### config.mk
export PLATFORM = sky130hd
export DESIGN_NAME = mainfsm_multicycle
export DESIGN_NICKNAME = d
export VERILOG_FILES = /design/src/rtl/mainfsm_multicycle.sv
export SDC_FILE = /design/constraint.sdc
export NUM_CORES = 1
export LEC_CHECK = 0
export CORE_MARGIN = 3
export CORE_UTILIZATION = 35
export CTS_BUF_LIST = sky130_fd_sc_hd__clkbuf_8
export CTS_CLUSTER_DIAMETER = 150
export DETAILED_ROUTE_END_ITERATION = 8
export MAX_ROUTING_LAYER = met4
export PLACE_DENSITY = 0.64
export SLEW_MARGIN = 20
export SYNTH_ARGS = -nofsm -noshare
export SYNTH_HDL_FRONTEND = slang
export SYNTH_SLANG_ARGS = --single-unit
### constraint.sdc
create_clock -name clk -period 2.4 [get_ports clk]
set_input_delay 0.48 -clock clk [delete_from_list [all_inputs] [get_ports clk]]
set_output_delay 0.48 -clock clk [all_outputs]
set_load 0.01 [all_outputs]
### src/rtl/mainfsm_multicycle.sv
// Main control FSM for the multicycle ARM core: steps the shared datapath through
// FETCH..WRITEBACK, stalls on MemReady and traps to a sticky fault on timeout or bad Op.
module mainfsm_multicycle #(
    parameter int MAX_WAIT = 15,
    parameter int WAIT_W   = 8
) (
    input  logic       clk,
    input  logic       reset,
    input  logic [1:0] Op,
    input  logic [5:0] Funct,
    input  logic       MemReady,
    output logic       IRWrite,
    output logic       AdrSrc,
    output logic       ALUSrcA,
    output logic [1:0] ALUSrcB,
    output logic [1:0] ResultSrc,
    output logic       ALUOp,
    output logic       NextPC,
    output logic       RegW,
    output logic       MemW,
    output logic       Branch,
    output logic [3:0] State,
    output logic       Fault
);

    typedef enum logic [3:0] {
        FETCH   = 4'd0,
        DECODE  = 4'd1,
        MEMADR  = 4'd2,
        MEMRD   = 4'd3,
        MEMWB   = 4'd4,
        MEMWR   = 4'd5,
        EXECR   = 4'd6,
        EXECI   = 4'd7,
        ALUWB   = 4'd8,
        BRANCH  = 4'd9,
        UNKNOWN = 4'd15
    } state_t;

    state_t            state_reg, state_next;
    logic [WAIT_W-1:0] wait_reg, wait_next;
    logic              fault_reg, fault_next;

    logic in_mem;
    logic timeout;
    logic irwrite_c, nextpc_c, regw_c, memw_c, branch_c;

    assign in_mem  = (state_reg == FETCH) || (state_reg == MEMRD) || (state_reg == MEMWR);
    // A ready on the timeout cycle completes the access normally.
    assign timeout = in_mem && !MemReady && (wait_reg == WAIT_W'(MAX_WAIT));

    always_ff @(posedge clk) begin
        if (reset) begin
            state_reg <= FETCH;
            wait_reg  <= '0;
            fault_reg <= 1'b0;
        end else begin
            state_reg <= state_next;
            wait_reg  <= wait_next;
            fault_reg <= fault_next;
        end
    end

    always_comb begin
        state_next = state_reg;
        irwrite_c  = 1'b0;
        nextpc_c   = 1'b0;
        regw_c     = 1'b0;
        memw_c     = 1'b0;
        branch_c   = 1'b0;
        AdrSrc     = 1'b0;
        ALUSrcA    = 1'b0;
        ALUSrcB    = 2'b00;
        ResultSrc  = 2'b00;
        ALUOp      = 1'b0;
        case (state_reg)
            FETCH: begin
                ALUSrcA   = 1'b1;
                ALUSrcB   = 2'b10;
                ResultSrc = 2'b10;
                if (MemReady) begin
                    irwrite_c  = 1'b1;
                    nextpc_c   = 1'b1;
                    state_next = DECODE;
                end else if (timeout) begin
                    state_next = UNKNOWN;
                end
            end
            DECODE: begin
                ALUSrcA   = 1'b1;
                ALUSrcB   = 2'b10;
                ResultSrc = 2'b10;
                case (Op)
                    2'b00:   state_next = Funct[5] ? EXECI : EXECR;
                    2'b01:   state_next = MEMADR;
                    2'b10:   state_next = BRANCH;
                    default: state_next = UNKNOWN;
                endcase
            end
            MEMADR: begin
                ALUSrcB    = 2'b01;
                state_next = Funct[0] ? MEMRD : MEMWR;
            end
            MEMRD: begin
                AdrSrc = 1'b1;
                if (MemReady)     state_next = MEMWB;
                else if (timeout) state_next = UNKNOWN;
            end
            MEMWB: begin
                ResultSrc  = 2'b01;
                regw_c     = 1'b1;
                state_next = FETCH;
            end
            MEMWR: begin
                AdrSrc = 1'b1;
                memw_c = !timeout;
                if (MemReady)     state_next = FETCH;
                else if (timeout) state_next = UNKNOWN;
            end
            EXECR: begin
                ALUOp      = 1'b1;
                state_next = ALUWB;
            end
            EXECI: begin
                ALUSrcB    = 2'b01;
                ALUOp      = 1'b1;
                state_next = ALUWB;
            end
            ALUWB: begin
                regw_c     = 1'b1;
                state_next = FETCH;
            end
            BRANCH: begin
                ALUSrcB    = 2'b01;
                ResultSrc  = 2'b10;
                branch_c   = 1'b1;
                state_next = FETCH;
            end
            default: state_next = UNKNOWN;
        endcase
    end

    always_comb begin
        wait_next = '0;
        if (in_mem && !MemReady && (state_next == state_reg)) begin
            wait_next = (wait_reg == {WAIT_W{1'b1}}) ? wait_reg : wait_reg + 1'b1;
        end
    end

    assign fault_next = fault_reg || (state_next == UNKNOWN);

    // Raw enables are held off while reset is asserted.
    assign IRWrite = irwrite_c & ~reset;
    assign NextPC  = nextpc_c  & ~reset;
    assign RegW    = regw_c    & ~reset;
    assign MemW    = memw_c    & ~reset;
    assign Branch  = branch_c  & ~reset;
    assign State   = state_reg;
    assign Fault   = fault_reg;

endmodule

After elaboration in Yosys (flattened, before gate mapping)
Index checks and enable logic that the tools add are counted.
- divide/modulo/power cells: 0
- equality and inequality tests: 15
- mux-type cells: 18
- magnitude comparators: 0
- bitwise operators: 6
- add/subtract/negate cells: 1
- reduce and logical (&&, ||, !) cells: 18
- shift operators: 0
- $mul: 0
- operators by type and width (kind ; number):
    $pmux W4 S7 ; 1
    $eq A4 B3 Y1 const B ; 4
    $mux W4 ; 4
    $eq A4 B4 Y1 const B ; 3
    $pmux W4 S3 ; 1
    $reduce_or A2 Y1 ; 5
    $mux W1 ; 9
    $reduce_or A3 Y1 ; 3
    $add A8 B1 Y8 const B ; 1
    $eq A4 B2 Y1 const B ; 2
    $eq A8 B4 Y1 const B ; 1
    $eq A8 B8 Y1 const B ; 1
    $pmux W2 S2 ; 2
    $and A1 B1 Y1 ; 4
    $eq A4 B1 Y1 const B ; 1
    $eq A4 B4 Y1 ; 1
    $logic_not A4 Y1 ; 1
    $logic_and A1 B1 Y1 ; 3
    $logic_or A1 B1 Y1 ; 3
    $mux W3 ; 1
    $eq A2 B1 Y1 const B ; 1
    $eq A2 B2 Y1 const B ; 1
    $logic_not A1 Y1 ; 2
    $logic_not A2 Y1 ; 1
    $not A1 Y1 ; 2
- memories kept: 0
- memory bits (read-only): 0
- word-level logic and storage cells: 61
- latch bits: 0
- bits of input ports: 11
- register bits: 13
- output and inout bits: 17
- bits in writable memories: 0

Depth between registers and ports, before layout
- depth after elaboration: 12
- depth in mapped cells: 8
- depth with buffers taken out: 7

Least setup slack after synthesis
No wires, ideal clock.
- kind: reg-to-output
- from: register state_reg[3], in the netlist State[3]
- to: output port RegW
- path buffers: 1
- stages on the path, launching flop included: 4
- required time: 1920 ps
- setup slack: 367 ps
- data arrival time: 1553 ps
- cells stage by stage: dfxtp_1 > clkbuf_1 > nand2b_1 > a2111oi_0
- word-level cells in the longest chain between the ends: 4
- elaborated cells between the ends (all ways): 5
- those cells by class: eq/ne: 2; mux: 1; bitwise: 1; reduce/logical: 1
- ends and longest elaborated chain (what ; RTL line ; text):
    from (decl) ; 40 ; state_t state_reg, state_next;
    from (signal assigned) ; 58 ; state_reg <= state_next;
    $eq A4 B4 Y1 or $eq A4 B3 Y1 (tied branches) ; 76 ; case (state_reg)
    $reduce_or A2 Y1 (no source line) (*) ; -- ;
    $mux W1 (*) ; 76 ;
    $and A1 B1 Y1 (*) ; 155 ; assign RegW = regw_c & ~reset;
    to (decl) ; 19 ; output logic RegW,
Mark *: on every way between the ends. The rest lies on a longest branch, timed or not.

Worst setup path after layout
- from: register state_reg[2], in the netlist State[2]
- to: output port NextPC
- word-level cells in the longest chain between the ends: 3
- ends and longest elaborated chain (what ; RTL line ; text):
    $logic_not A4 Y1 ; 76 ;
    $mux W1 ; 76 ;
    $and A1 B1 Y1 ; 154 ; assign NextPC = nextpc_c & ~reset;
    to (decl) ; 18 ; output logic NextPC,
No other way between the ends.

==> impl_metrics.tcl <==
set metrics [dict create \
    fin_ws_ps 114 \
    grt_pass1_vias 913 \
    setup_viol 0 \
    synthCells 120 \
    vias 977 \
    synth-seq-cells 13 \
    synth_area_um2 938 \
    area_delta_synth_final_pct 42.0 \
    synth_compound_area_share_pct 20.7 \
    synthAdderAreaFrac_pct 6.67 \
    syn_nets 136 \
    hp-class "register to register" \
    cts_root_buf "clkbuf_8" \
    dpl_cell_area_um2 1260 \
    cp.arrival_ps 1810 \
    hold_viol_final 0 \
    dieHeight_um 57.8 \
    ys.flop_type "dfxtp_1" \
    grt_pass1_wl_um 3890 \
    cts_tree "yes" \
    crit_required_ps 1920 \
    maxCapViolations 0 \
    p_per_area_nw_per_um2 1050 \
    synth_xor_area_share_pct 3.73 \
    grt_setup_unrepaired "no" \
    finalWirelength_um 2340 \
    wire_per_inst_um 12.9 \
    worstSetupPathType "register to primary output" \
    grt-ovfl-total 0 \
    core_um2 2520 \
    synthSimpleGateAreaFrac_pct 30.4 \
    post_cts_buffers 0 \
    synth_area_per_cell_um2 7.82 \
    io_buffers 23 \
    drtIter0Drc 33 \
    clk_pin_slew_ps 60 \
    ir_drop_mv 0.846 \
    synth_top_family_by_area "simple AND/OR/NAND/NOR gates" \
    antenna_cells 0 \
    path_max_fanout 10 \
    slew_violations 0 \
    start_util_pct 37.2 \
    htree_levels 1 \
    die_w_um 57.8 \
    cts_buffer_depth 2 \
    dpl_worst_slack_ps -90.2 \
    r2r_slack_ps 430 \
    clk_latency_ps 240 \
    synthTopCellsByCount "nor2_1 (14), dfxtp_1 (13), nand2_1 (8), nor3_1 (8), nand2b_1 (7)" \
    max_freq_mhz 437 \
    skew_ps 1.35 \
    final.min_clock_period_ps 2290 \
    ys_seq_area_share_pct 27.7 \
    maxSlewHeadroom_pct 75.2 \
    gp_congestion 0.883 \
    ios 28 \
    grtUsageTotal_pct 15.1 \
    fin_hold_ws_ps 475 \
    cellLeakagePower_uw 0.000554 \
    synth_top_area_share_pct 27.7 \
    cts-buffers-inserted 3 \
    grt_antenna_before_repair 0 \
    drive_above_1_share_pct 19.2 \
    synth_edf_count 0 \
    rows 18 \
    synth_mux_area_share_pct 3.33 \
    synth_area_leaders "dfxtp_1 (28%), ha_1 (6.7%), nor2_1 (5.6%), nand2b_1 (4.7%), nor3_1 (4.3%)" \
    async_reset_ff_share_pct 0 \
    yosys.area.top_type "dfxtp_1" \
    start_kind "register" \
    setup_tns_ps 0 \
    cp-end-kind "primary output" \
    status "finished clean" \
    dieArea_um2 3340 \
    largest_reg_flops 8 \
    period_share_pct 95.2 \
    yosysMostFrequentCell "nor2_1" \
    tightest_slew_ps 369 \
    yosys_warnings 0 \
    fin_nets 168 \
    final_cell_area_um2 1330 \
    yosysUniqueCellTypes 37 \
    grt_start_max_net_pins 14 \
    clkSinkCount 13 \
    hpwl_um 1810 \
    drtAntennaViolNets 0 \
    viasPerCell 5.40 \
    drc 0 \
    dr.pass1.iters 4 \
]
[what timing repair did]
action,CTS,global route
gates resized for setup,4,8
hold buffers,0,0
endpoints found under the hold margin,0,0
endpoints found under the setup margin,3,5
[critical path: stages (launching register included)]
cell	delay [ps]
dfxtp_2	360
buf_4	180
nor2_2	130
nand2_1	80
nor4_2	140
buf_4	150
clkdlybuf4s50_1	520
[final timing paths]
kind / startpoint / end / depth (start not counted)
hold reg to reg: Fault / Fault / 2
hold / removal: Fault / Fault / 2
setup / recovery: State[2] / NextPC / 6
setup reg to reg: State[1] / wait_reg[4] / 6
[report_power, final]
part	internal [uW]	switching [uW]	total (uW)
Combinational	460	420	879
Clock	113	82.0	195
Sequential	261	60.8	321
[kinds of logic after synthesis]
group | count (synthesis)
buf+inv | 15
mux | 3
fa+ha+maj | 5
simple gates | 52
compound gates | 28
flops | 13
xor+xnor | 4
[per-stage QoR]
stage / power (uW) / util [%] / cells
6_report: 1400 / 52.8 / 181
3_5_place_dp: 1170 / 50.0 / 177
5_1_grt: 1500 / 52.8 / 181
3_3_place_gp: 1160 / 50.0 / 177
4_1_cts: 1380 / 51.9 / 181
2_1_floorplan: 805 / - / 120
[per-layer routing]
layer	GRT usage, %	share of wire (%)	wire length, um	up-vias
li1	-	-	-	494
met1	20.2	49	1160	449
met2	22.1	45	1040	30
met3	3.12	4.8	113	4
met4	6.29	1.1	26	0
met5	-	0	0	-
[final cells by class]
type | count | area [um2]
flip-flops and latches | 13 | 264
well taps | 30 | 37.5
clock inverters | 1 | 3.75
clock buffers | 3 | 41.3
fillers | 250 | 1190
repair buffers | 37 | 335
multi-input cells | 92 | 632
inverters | 5 | 18.8
[placed cells by master, fill, tap and decap left out, types with 2 or more instances in the layout]
cell | synthesis | routed
dfxtp_2 | 0 | 3
a21oi_1 | 5 | 5
dfxtp_1 | 13 | 10
and3_1 | 4 | 4
nor2_1 | 14 | 13
o32a_1 | 2 | 2
buf_4 | 1 | 14
nand2b_1 | 7 | 6
ha_1 | 5 | 5
nor4_2 | 0 | 2
o21bai_1 | 3 | 3
o21ai_0 | 6 | 6
inv_1 | 5 | 6
nand2_1 | 8 | 8
xnor2_1 | 3 | 3
dlygate4sd2_1 | 0 | 2
a31oi_1 | 4 | 4
mux2i_1 | 2 | 2
clkbuf_8 | 0 | 3
nor3_1 | 8 | 8
clkdlybuf4s50_1 | 0 | 20
o221ai_1 | 2 | 2
Note: power is estimated with default switching activity, not from simulation.
